`config.mk`:
```
export PLATFORM = sky130hd
export DESIGN_NAME = cmd_byte_bridge_flat
export DESIGN_NICKNAME = d
export VERILOG_FILES = /design/src/rtl/cmd_byte_bridge_if.sv /design/src/rtl/cmd_byte_bridge.sv /design/src/flat_wrapper.sv
export SDC_FILE = /design/constraint.sdc
export NUM_CORES = 1
export LEC_CHECK = 0
export ABC_AREA = 1
export CORE_MARGIN = 4
export CORE_UTILIZATION = 45
export DETAILED_ROUTE_END_ITERATION = 8
export PLACE_DENSITY = 0.68
export REMOVE_ABC_BUFFERS = 1
export SYNTH_ARGS = -nofsm -noshare
export SYNTH_HDL_FRONTEND = slang
export SYNTH_SLANG_ARGS = --single-unit
```
`constraint.sdc`:
```
create_clock -name i_sysclk -period 1.9 [get_ports i_sysclk]
set_clock_uncertainty 0.1 [all_clocks]
set_input_delay 0.19 -clock i_sysclk [delete_from_list [all_inputs] [get_ports i_sysclk]]
set_output_delay 0.19 -clock i_sysclk [all_outputs]
set_load 0.01 [all_outputs]
```
`src/rtl/cmd_byte_bridge_if.sv`:
```
// rtl/cmd_byte_bridge_if.sv - request/response byte streams and host bus for cmd_byte_bridge
// master: bridge side; slave: byte source/sink and host (cmd_master) side.
interface cmd_byte_bridge_if #(
  parameter int HOST_ADDR_BITS = 32,
  parameter int HOST_DATA_BITS = 32
);
  logic [7:0]                i_rx_byte;
  logic                      i_rx_valid;
  logic                      o_rx_ready;
  logic [7:0]                o_tx_byte;
  logic                      o_tx_valid;
  logic                      i_tx_ready;
  logic                      o_host_sel;
  logic                      o_host_rd_wr_n;
  logic [HOST_ADDR_BITS-1:0] o_host_byte_addr;
  logic [HOST_DATA_BITS-1:0] o_host_wdata;
  logic                      i_host_ack;
  logic [HOST_DATA_BITS-1:0] i_host_rdata;

  modport master (
    input  i_rx_byte, i_rx_valid, i_tx_ready, i_host_ack, i_host_rdata,
    output o_rx_ready, o_tx_byte, o_tx_valid, o_host_sel, o_host_rd_wr_n,
           o_host_byte_addr, o_host_wdata
  );

  modport slave (
    output i_rx_byte, i_rx_valid, i_tx_ready, i_host_ack, i_host_rdata,
    input  o_rx_ready, o_tx_byte, o_tx_valid, o_host_sel, o_host_rd_wr_n,
           o_host_byte_addr, o_host_wdata
  );
endinterface

```
`src/rtl/cmd_byte_bridge.sv`:
```
// rtl/cmd_byte_bridge.sv - byte-stream request parser driving one host read/write per packet
// Optional CMD_BYTE_BRIDGE_CKSUM_EN adds XOR checksum bytes to requests and responses.
module cmd_byte_bridge #(
  parameter int HOST_ADDR_BITS     = 32,
  parameter int HOST_DATA_BITS     = 32,
  parameter int ACK_TIMEOUT_CYCLES = 1024
) (
  input logic              i_sysclk,
  input logic              i_arst_n,
  cmd_byte_bridge_if.master b
);
  localparam int NA = HOST_ADDR_BITS / 8;
  localparam int ND = HOST_DATA_BITS / 8;
  localparam int CW = $clog2(((NA > ND) ? NA : ND) + 1);
  localparam int TW = $clog2(ACK_TIMEOUT_CYCLES);
`ifdef CMD_BYTE_BRIDGE_CKSUM_EN
  localparam int CK = 1;
`else
  localparam int CK = 0;
`endif
  localparam int RN = ND + 1 + CK;
  localparam int RW = 8 * RN;
  localparam int LW = $clog2(RN + 1);

  localparam logic [7:0] OP_RD   = 8'h52;
  localparam logic [7:0] OP_WR   = 8'h57;
  localparam logic [7:0] RSP_ACK = 8'h06;
  localparam logic [7:0] RSP_NAK = 8'h15;

  typedef enum logic [2:0] {
    IDLE, ADDR, DATA, BUS, RESP
`ifdef CMD_BYTE_BRIDGE_CKSUM_EN
    , CKSUM
`endif
  } state_t;

`ifdef CMD_BYTE_BRIDGE_CKSUM_EN
  localparam state_t REQ_DONE = CKSUM;
`else
  localparam state_t REQ_DONE = BUS;
`endif

  state_t                    state, state_nxt;
  logic [CW-1:0]             cnt;
  logic [TW-1:0]             tmo;
  logic [HOST_ADDR_BITS-1:0] addr_q;
  logic [HOST_DATA_BITS-1:0] wdata_q;
  logic                      rd_q;
  logic                      run;
  logic [7:0]                rx_x;
  logic [RW-1:0]             sr;
  logic [LW-1:0]             left;

  logic          rx_fire, tx_fire, last_addr, last_data;
  logic          load_ack, load_nak;
  logic [7:0]    rd_x;
  logic [RW-1:0] ack_sr, nak_sr;
  logic [LW-1:0] ack_len, nak_len;

  assign rx_fire   = b.i_rx_valid && b.o_rx_ready;
  assign tx_fire   = b.o_tx_valid && b.i_tx_ready;
  assign last_addr = (cnt == CW'(NA - 1));
  assign last_data = (cnt == CW'(ND - 1));

  always_comb begin
    state_nxt = state;
    load_ack  = 1'b0;
    load_nak  = 1'b0;
    case (state)
      IDLE: if (rx_fire) begin
        if (b.i_rx_byte == OP_RD || b.i_rx_byte == OP_WR) begin
          state_nxt = ADDR;
        end else begin
          state_nxt = RESP;
          load_nak  = 1'b1;
        end
      end
      ADDR: if (rx_fire && last_addr) state_nxt = rd_q ? REQ_DONE : DATA;
      DATA: if (rx_fire && last_data) state_nxt = REQ_DONE;
`ifdef CMD_BYTE_BRIDGE_CKSUM_EN
      CKSUM: if (rx_fire) begin
        if (b.i_rx_byte == rx_x) begin
          state_nxt = BUS;
        end else begin
          state_nxt = RESP;
          load_nak  = 1'b1;
        end
      end
`endif
      BUS: if (b.i_host_ack) begin
        state_nxt = RESP;
        load_ack  = 1'b1;
      end else if (tmo == TW'(ACK_TIMEOUT_CYCLES - 1)) begin
        state_nxt = RESP;
        load_nak  = 1'b1;
      end
      RESP: if (tx_fire && left == LW'(1)) state_nxt = IDLE;
      default: state_nxt = IDLE;
    endcase
  end

  // Response image: status byte at the top, shifted out MSB-first.
  always_comb begin
    rd_x = RSP_ACK;
    for (int i = 0; i < ND; i++) rd_x = rd_x ^ b.i_host_rdata[8*i +: 8];
    ack_sr = '0;
    ack_sr[RW-1 -: 8] = RSP_ACK;
    if (rd_q) begin
      ack_sr[RW-9 -: HOST_DATA_BITS] = b.i_host_rdata;
      if (CK == 1) ack_sr[7:0] = rd_x;
      ack_len = LW'(1 + ND + CK);
    end else begin
      if (CK == 1) ack_sr[RW-9 -: 8] = RSP_ACK;
      ack_len = LW'(1 + CK);
    end
    nak_sr = '0;
    nak_sr[RW-1 -: 8] = RSP_NAK;
    if (CK == 1) nak_sr[RW-9 -: 8] = RSP_NAK;
    nak_len = LW'(1 + CK);
  end

  always_ff @(posedge i_sysclk or negedge i_arst_n) begin
    if (!i_arst_n) begin
      state   <= IDLE;
      cnt     <= '0;
      tmo     <= '0;
      addr_q  <= '0;
      wdata_q <= '0;
      rd_q    <= 1'b0;
      run     <= 1'b0;
      rx_x    <= '0;
      sr      <= '0;
      left    <= '0;
    end else begin
      state <= state_nxt;
      run   <= 1'b1;
      if (rx_fire) begin
        case (state)
          IDLE: begin
            rd_q <= (b.i_rx_byte == OP_RD);
            rx_x <= b.i_rx_byte;
            cnt  <= '0;
          end
          ADDR: begin
            addr_q <= (addr_q << 8) | HOST_ADDR_BITS'(b.i_rx_byte);
            rx_x   <= rx_x ^ b.i_rx_byte;
            cnt    <= last_addr ? '0 : cnt + CW'(1);
          end
          DATA: begin
            wdata_q <= (wdata_q << 8) | HOST_DATA_BITS'(b.i_rx_byte);
            rx_x    <= rx_x ^ b.i_rx_byte;
            cnt     <= last_data ? '0 : cnt + CW'(1);
          end
          default: ;
        endcase
      end
      if (state == BUS && state_nxt == BUS) tmo <= tmo + TW'(1);
      else                                  tmo <= '0;
      if (load_ack) begin
        sr   <= ack_sr;
        left <= ack_len;
      end else if (load_nak) begin
        sr   <= nak_sr;
        left <= nak_len;
      end else if (tx_fire) begin
        sr   <= sr << 8;
        left <= left - LW'(1);
      end
    end
  end

  // run keeps o_rx_ready low while reset is held, as every output must be 0 then.
  assign b.o_rx_ready       = run && (state != BUS) && (state != RESP);
  assign b.o_tx_valid       = (state == RESP);
  assign b.o_tx_byte        = sr[RW-1 -: 8];
  assign b.o_host_sel       = (state == BUS);
  assign b.o_host_rd_wr_n   = rd_q;
  assign b.o_host_byte_addr = addr_q;
  assign b.o_host_wdata     = wdata_q;
endmodule
```
`src/flat_wrapper.sv`:
```
// flat-port wrapper written by rule: the top's interface ports become plain ports
module cmd_byte_bridge_flat 
#(
  parameter int HOST_ADDR_BITS     = 32,
  parameter int HOST_DATA_BITS     = 32,
  parameter int ACK_TIMEOUT_CYCLES = 1024
)
  (i_sysclk, i_arst_n, b_i_rx_byte, b_i_rx_valid, b_i_tx_ready, b_i_host_ack, b_i_host_rdata, b_o_rx_ready, b_o_tx_byte, b_o_tx_valid, b_o_host_sel, b_o_host_rd_wr_n, b_o_host_byte_addr, b_o_host_wdata);
  cmd_byte_bridge_if #(.HOST_ADDR_BITS(HOST_ADDR_BITS), .HOST_DATA_BITS(HOST_DATA_BITS)) b_i ();
  input logic i_sysclk;
  input logic i_arst_n;
  input wire logic [$bits(b_i.i_rx_byte)-1:0] b_i_rx_byte;
  input wire logic [$bits(b_i.i_rx_valid)-1:0] b_i_rx_valid;
  input wire logic [$bits(b_i.i_tx_ready)-1:0] b_i_tx_ready;
  input wire logic [$bits(b_i.i_host_ack)-1:0] b_i_host_ack;
  input wire logic [$bits(b_i.i_host_rdata)-1:0] b_i_host_rdata;
  output wire logic [$bits(b_i.o_rx_ready)-1:0] b_o_rx_ready;
  output wire logic [$bits(b_i.o_tx_byte)-1:0] b_o_tx_byte;
  output wire logic [$bits(b_i.o_tx_valid)-1:0] b_o_tx_valid;
  output wire logic [$bits(b_i.o_host_sel)-1:0] b_o_host_sel;
  output wire logic [$bits(b_i.o_host_rd_wr_n)-1:0] b_o_host_rd_wr_n;
  output wire logic [$bits(b_i.o_host_byte_addr)-1:0] b_o_host_byte_addr;
  output wire logic [$bits(b_i.o_host_wdata)-1:0] b_o_host_wdata;
  assign b_i.i_rx_byte = b_i_rx_byte;
  assign b_i.i_rx_valid = b_i_rx_valid;
  assign b_i.i_tx_ready = b_i_tx_ready;
  assign b_i.i_host_ack = b_i_host_ack;
  assign b_i.i_host_rdata = b_i_host_rdata;
  assign b_o_rx_ready = b_i.o_rx_ready;
  assign b_o_tx_byte = b_i.o_tx_byte;
  assign b_o_tx_valid = b_i.o_tx_valid;
  assign b_o_host_sel = b_i.o_host_sel;
  assign b_o_host_rd_wr_n = b_i.o_host_rd_wr_n;
  assign b_o_host_byte_addr = b_i.o_host_byte_addr;
  assign b_o_host_wdata = b_i.o_host_wdata;
  cmd_byte_bridge #(.HOST_ADDR_BITS(HOST_ADDR_BITS), .HOST_DATA_BITS(HOST_DATA_BITS), .ACK_TIMEOUT_CYCLES(ACK_TIMEOUT_CYCLES)) u_core (.i_sysclk(i_sysclk), .i_arst_n(i_arst_n), .b(b_i));
endmodule
```
# == After elaboration in Yosys (flattened, before gate mapping) ==
# Index checks and enable logic that the tools add are counted.
# totals
regBits,125
in_bits,45
output_inout_bits,76
wordCells,69
# op_classes
n_addsub,3
n_eq_ne,12
n_mux,27
n_bitwise,2
reduce_logical,16
# op_table
op,n
two-way mux 40 bit,3
OR 32 x 8 -> 32 bit,2
two-way mux 3 bit,12
two-way mux 32 bit,1
== test 8 x 7 -> 1 bit (second input constant),2
case mux 3 bit (5 select lines),1
== test 3 x 2 -> 1 bit (second input constant),4
adder 10 x 1 -> 10 bit (second input constant),1
== test 10 bit (second input constant),1
two-way mux 10 bit,1
AND reduction 2 bit,4
logical AND 1 bit,7
two-way mux 1 bit,7
== test 3 x 1 -> 1 bit (second input constant),2
case mux 3 bit (2 select lines),1
adder 3 x 1 -> 3 bit (second input constant),1
== test 3 bit (second input constant),1
zero test 3 bit,1
!= test 3 x 2 -> 1 bit (second input constant),1
!= test 3 bit (second input constant),1
nonzero test 3 bit,1
subtractor 3 x 1 -> 3 bit (second input constant),1
case mux 1 bit (2 select lines),1
nonzero test 2 bit,1
other kinds (2),2

# == Depth between registers and ports, before layout ==
# depth
depth_word,10
mapped_depth,12
depth_no_buf,10

# == Worst setup path after synthesis ==
# OpenSTA, ideal clock, no wires.
# synth_timing
kind,flip-flop to flip-flop
start,register u_core.tmo[0]
end,register u_core.sr[12]
setup_time_ns,0.065
t_arrival_ns,1.595
t_required_ns,1.735
slack_ns,0.140
stages_incl_launch_ff,12
path_buffers,1
synth_period_minus_slack_ns,1.760
path_cell_list,dfrtp_1 > ha_1 > nand2_1 > nor2_1 > nand3b_1 > nand2_1 > nand2_1 > buf_1 > nand3_1 > nand2_1 > nand2_1 > nand2_1
# synth_via
elab_chain_cells,6
elab_cells_between_ends,7
classes_between,1 x eq/ne; 5 x mux; 1 x reduce/logical
# synth_lines
element,line,rtl
from (decl),cmd_byte_bridge.sv:45,logic [TW-1:0] tmo;
from (signal assigned),cmd_byte_bridge.sv:157,if (state == BUS && state_nxt == BUS) tmo <= tmo + TW'(1);
== test 10 bit *,cmd_byte_bridge.sv:93,end else if (tmo == TW'(ACK_TIMEOUT_CYCLES - 1)) begin
two-way mux 1 bit *,cmd_byte_bridge.sv:93,
two-way mux 1 bit *,cmd_byte_bridge.sv:90,BUS: if (b.i_host_ack) begin
case mux 1 bit (2 select lines) *,cmd_byte_bridge.sv:69,case (state)
two-way mux 40 bit,cmd_byte_bridge.sv:162,end else if (load_nak) begin
two-way mux 40 bit,cmd_byte_bridge.sv:159,if (load_ack) begin
to (signal assigned),cmd_byte_bridge.sv:160,sr <= ack_sr;
to (signal assigned),cmd_byte_bridge.sv:163,sr <= nak_sr;
to (signal assigned),cmd_byte_bridge.sv:166,sr <= sr << 8;
to (decl),cmd_byte_bridge.sv:51,logic [RW-1:0] sr;
# Mark *: on every way between the ends. The rest lies on a longest branch, timed or not.
# A chain may end at the register's enable or synchronous reset.

# == Worst setup path after layout ==
# layout_timing
start,register u_core.state[0]
end,register u_core.sr[31]
# layout_via
elab_chain_cells,8
elab_cells_between_ends,15
classes_between,4 x eq/ne; 5 x mux; 6 x reduce/logical
# layout_lines
element,line,rtl
from (decl),cmd_byte_bridge.sv:43,"state_t state, state_nxt;"
from (signal assigned),cmd_byte_bridge.sv:135,state <= state_nxt;
!= test 3 x 2 -> 1 bit,cmd_byte_bridge.sv:173,assign b.o_rx_ready = run && (state != BUS) && (state != RESP);
logical AND 1 bit (2 in a row),cmd_byte_bridge.sv:173,
logical AND 1 bit,cmd_byte_bridge.sv:60,assign rx_fire = b.i_rx_valid && b.o_rx_ready;
two-way mux 1 bit,cmd_byte_bridge.sv:70,IDLE: if (rx_fire) begin
case mux 1 bit (2 select lines),cmd_byte_bridge.sv:69,
two-way mux 40 bit,cmd_byte_bridge.sv:162,
two-way mux 40 bit,cmd_byte_bridge.sv:159,
# Several ways; a longest one is shown, not always the timed one.

==> flow_summary.toml <==
[yosys]
synth_mux_area_share_pct = 8.59
async_flop_share_pct = 100
ys_seq_elements = 125
synth_ff_type = "dfrtp_1"
synth-simple-area-share_pct = 21.2
synth_top_cell_by_area = "dfrtp_1"
synth_seq_area_share_pct = 56.8
synth_edf_count = 0
synth_top_area_share_pct = 56.8
synth.most_common_cell = "nand2_1"
netlist_area_um2 = 5500
ys_types = 33
synth_area_leaders = "dfrtp_1 (57%), nand2_1 (12%), mux2_1 (8.6%), nand3_1 (4.0%), inv_1 (3.8%)"
syn_avg_cell_area_um2 = 9.36
synth_cells = 588
synth_adder_area_share_pct = 0.909
synth_top_family_by_area = "simple AND/OR/NAND/NOR gates"
synth-xor-area-share_pct = 0.477
synth_compound_area_share_pct = 4.41
ys.warnings.count = 0
netlist_top_cells_count = "nand2_1 (176), dfrtp_1 (125), inv_1 (55), nand3_1 (44), mux2_1 (42)"

[cells_and_area]
post-route-cell-area_um2 = 7880
nNetsFinal = 778
fin_util_pct = 65.6
fillCellCount = 940
diodes = 0
drive_above_1_share_pct = 14.6
final_cell_count_no_fill = 888
multi_input_area_um2 = 2090
seqCellArea_um2 = 3130
syn_to_final_growth_pct = 43.1

[grt]
grt_max_degree = 49
overflow = 0
grt.total_usage_pct = 19.0
grt_pass1_wl_um = 21600
grt_pass1_vias = 4443
antenna_found_initial = 0

[routing]
viasPerCell = 5.04
drc = 0
totalWireLength_um = 13200
postRouteAntennaNets = 0
first_pass_iters = 5
drt-initial-drc-count = 342
wl_per_cell_um = 14.8
dr_total_vias = 4472

[sta]
fin_crit_ps = 1870
fin_crit_sh_pct = 98.6
slew_violations = 0
setup_violations = 0
rsz0062_at_grt = "true"
fmax_ghz = 0.534
finalHoldViolations = 0

[placed_design]
dpl.hpwl_um = 8710
gp_congestion = 0.818
port_buffers = 120
postPlaceCellArea_um2 = 6960
dp.cells = 843

[worst_setup_path]
end_kind = "register"
cpMostUsedCell = "nand3_4"
worst-path-max-fanout = 6
cpPeakStageDelay_ps = 420
crit_path_top_delay_cell = "dfrtp_1"
crit_type = "reg -> reg"
required_ps = 2110
worstPathArrival_ps = 2080
cp-start-kind = "register"
path_delay_family = "simple AND/OR/NAND/NOR gates"
crit_buf_inv = 2
path_cells = "nor2_2, nand2_2, nand3_4, nor2_4, nand3_4, nand3_4, inv_6, clkbuf_16, nand2_1, nand2_1"

[floorplanning]
initial_utilization_pct = 45.8
die_w_um = 119
die_h_um = 119
core_area_um2 = 12000
die_area_um2 = 14100
rows = 40
num_io_pins = 121

[cts]
clockRootBuffer = "clkbuf_16"
numCtsBuffers = 17
clk_pin_slew_ps = 50
clock_latency_ps = 410
cts_buffer_depth = 2
cts_tree = "yes"
cts_max_level = 4
cts_sinks = 125

[pwr]
cellLeakagePower_nw = 4.01
peakVddDrop_v = 0.000576
p_per_area_nw_per_um2 = 1100

[run]
maxCapViolCount = 0

[status]
outcome = "complete, no violations"

[hold_path]
hold_class = "in -> async"
==> report_power, final <==
| group | total (mW) | internal (mW) | switching [mW] |
|---|---|---|---|
| Combinational | 2.17 | 1.09 | 1.08 |
| Sequential | 3.28 | 3.03 | 0.247 |
| Clock | 3.19 | 2.04 | 1.15 |
| Total | 8.63 | 6.16 | 2.47 |
==> layout make-up <==
class	instances	share of cell area, %
Clock buffer	19	5.50
Clock inverter	12	1.87
Inverter	60	2.95
Multi-Input combinational cell	369	26.5
Sequential cell	125	39.7
Tap cell	147	2.33
Timing Repair Buffer	156	21.1
==> worst paths after layout <==
check,cells after the start,to,start,slack [ps]
min in group i_sysclk,3,u_core.sr[4],b_i_host_rdata[4],220
worst max-delay path,10,u_core.sr[31],u_core.state[0],30
worst max register to register,10,u_core.sr[31],u_core.state[0],30
worst min-delay path,2,u_core.b.o_host_byte_addr[24],i_arst_n,100
worst min register to register,2,u_core.sr[20],u_core.sr[20],380
max in group asynchronous,3,u_core.state[1],i_arst_n,980
==> worst register-to-register path, stage by stage (launching register included) <==
cell and delay, ps:
dfrtp_1 420, nor2_2 80, nand2_2 100, nand3_4 90, nor2_4 220, nand3_4 230, nand3_4 210, inv_6 70
clkbuf_16 150, nand2_1 50, nand2_1 50
==> layout by cell type (no fill, tap or decap), drive strengths merged, types with 2 or more instances in the layout <==
cell,instances
a21oi,7
buf,32
bufinv,3
clkbuf,24
clkdlybuf4s50,116
clkinv,7
clkinvlp,2
dfrtp,125
dlygate4sd2,2
ha,4
inv,60
mux2,42
nand2,178
nand3,46
nand4,8
nor2,27
nor3b,5
o21ai,32
o22ai,4
or2,7
xnor2,2
==> registers in the layout (all words and copies together), names as in the netlist <==
name / count
u_core.sr: 40
u_core.b.o_host_byte_addr: 32
u_core.state: 3
u_core.left: 3
u_core.tmo: 10
u_core.cnt: 3
u_core.b.o_host_wdata: 32
u_core.b.o_host_rd_wr_n: 1
u_core.run: 1
==> what timing repair did <==
| action | CTS | global route |
|---|---|---|
| pin swaps | 1 | 23 |
| endpoints found under the hold margin | 125 | 0 |
| gates resized for setup | 8 | 44 |
| gates cloned | 1 | 4 |
| setup endpoints to repair | 7 | 42 |
| hold buffers | 1 | 0 |
| setup buffers | 5 | 5 |
==> per-layer routing <==
metal	track usage [%]	vias to the layer above	wire, um
li1	-	2153	-
met1	25.3	2161	6000
met2	29.7	141	6190
met3	5.12	17	793
met4	7.53	0	197
met5	0	-	0
==> stage by stage <==
| stage | setup TNS (ps) | power (mW) | worst slack, ps | hold slack (ps) |
|---|---|---|---|---|
| 6_report | 0 | 8.63 | 26.1 | 100 |
| 5_1_grt | -1580 | 9.08 | -78.2 | 109 |
| 4_1_cts | -523 | 8.49 | -49.1 | 96.0 |
| 3_5_place_dp | -2660 | 5.23 | -105 | -11.9 |
| 3_3_place_gp | -1460 | 5.18 | -84.5 | -17.0 |
| 2_1_floorplan | -22950 | 4.15 | -781 | -206 |
==> cell families (layout without fill, tap and decap cells) <==
logic type / Yosys count / count (layout)
and+or+nand+nor: 273 / 273
DFF: 125 / 125
other: 1 / 1
muxes: 42 / 42
xor gates and xnor gates: 3 / 3
buffers and inverters: 94 / 247
adders and majority gates: 4 / 4
AOI/OAI and AO/OA: 46 / 46
(Power assumes the default switching activity.)
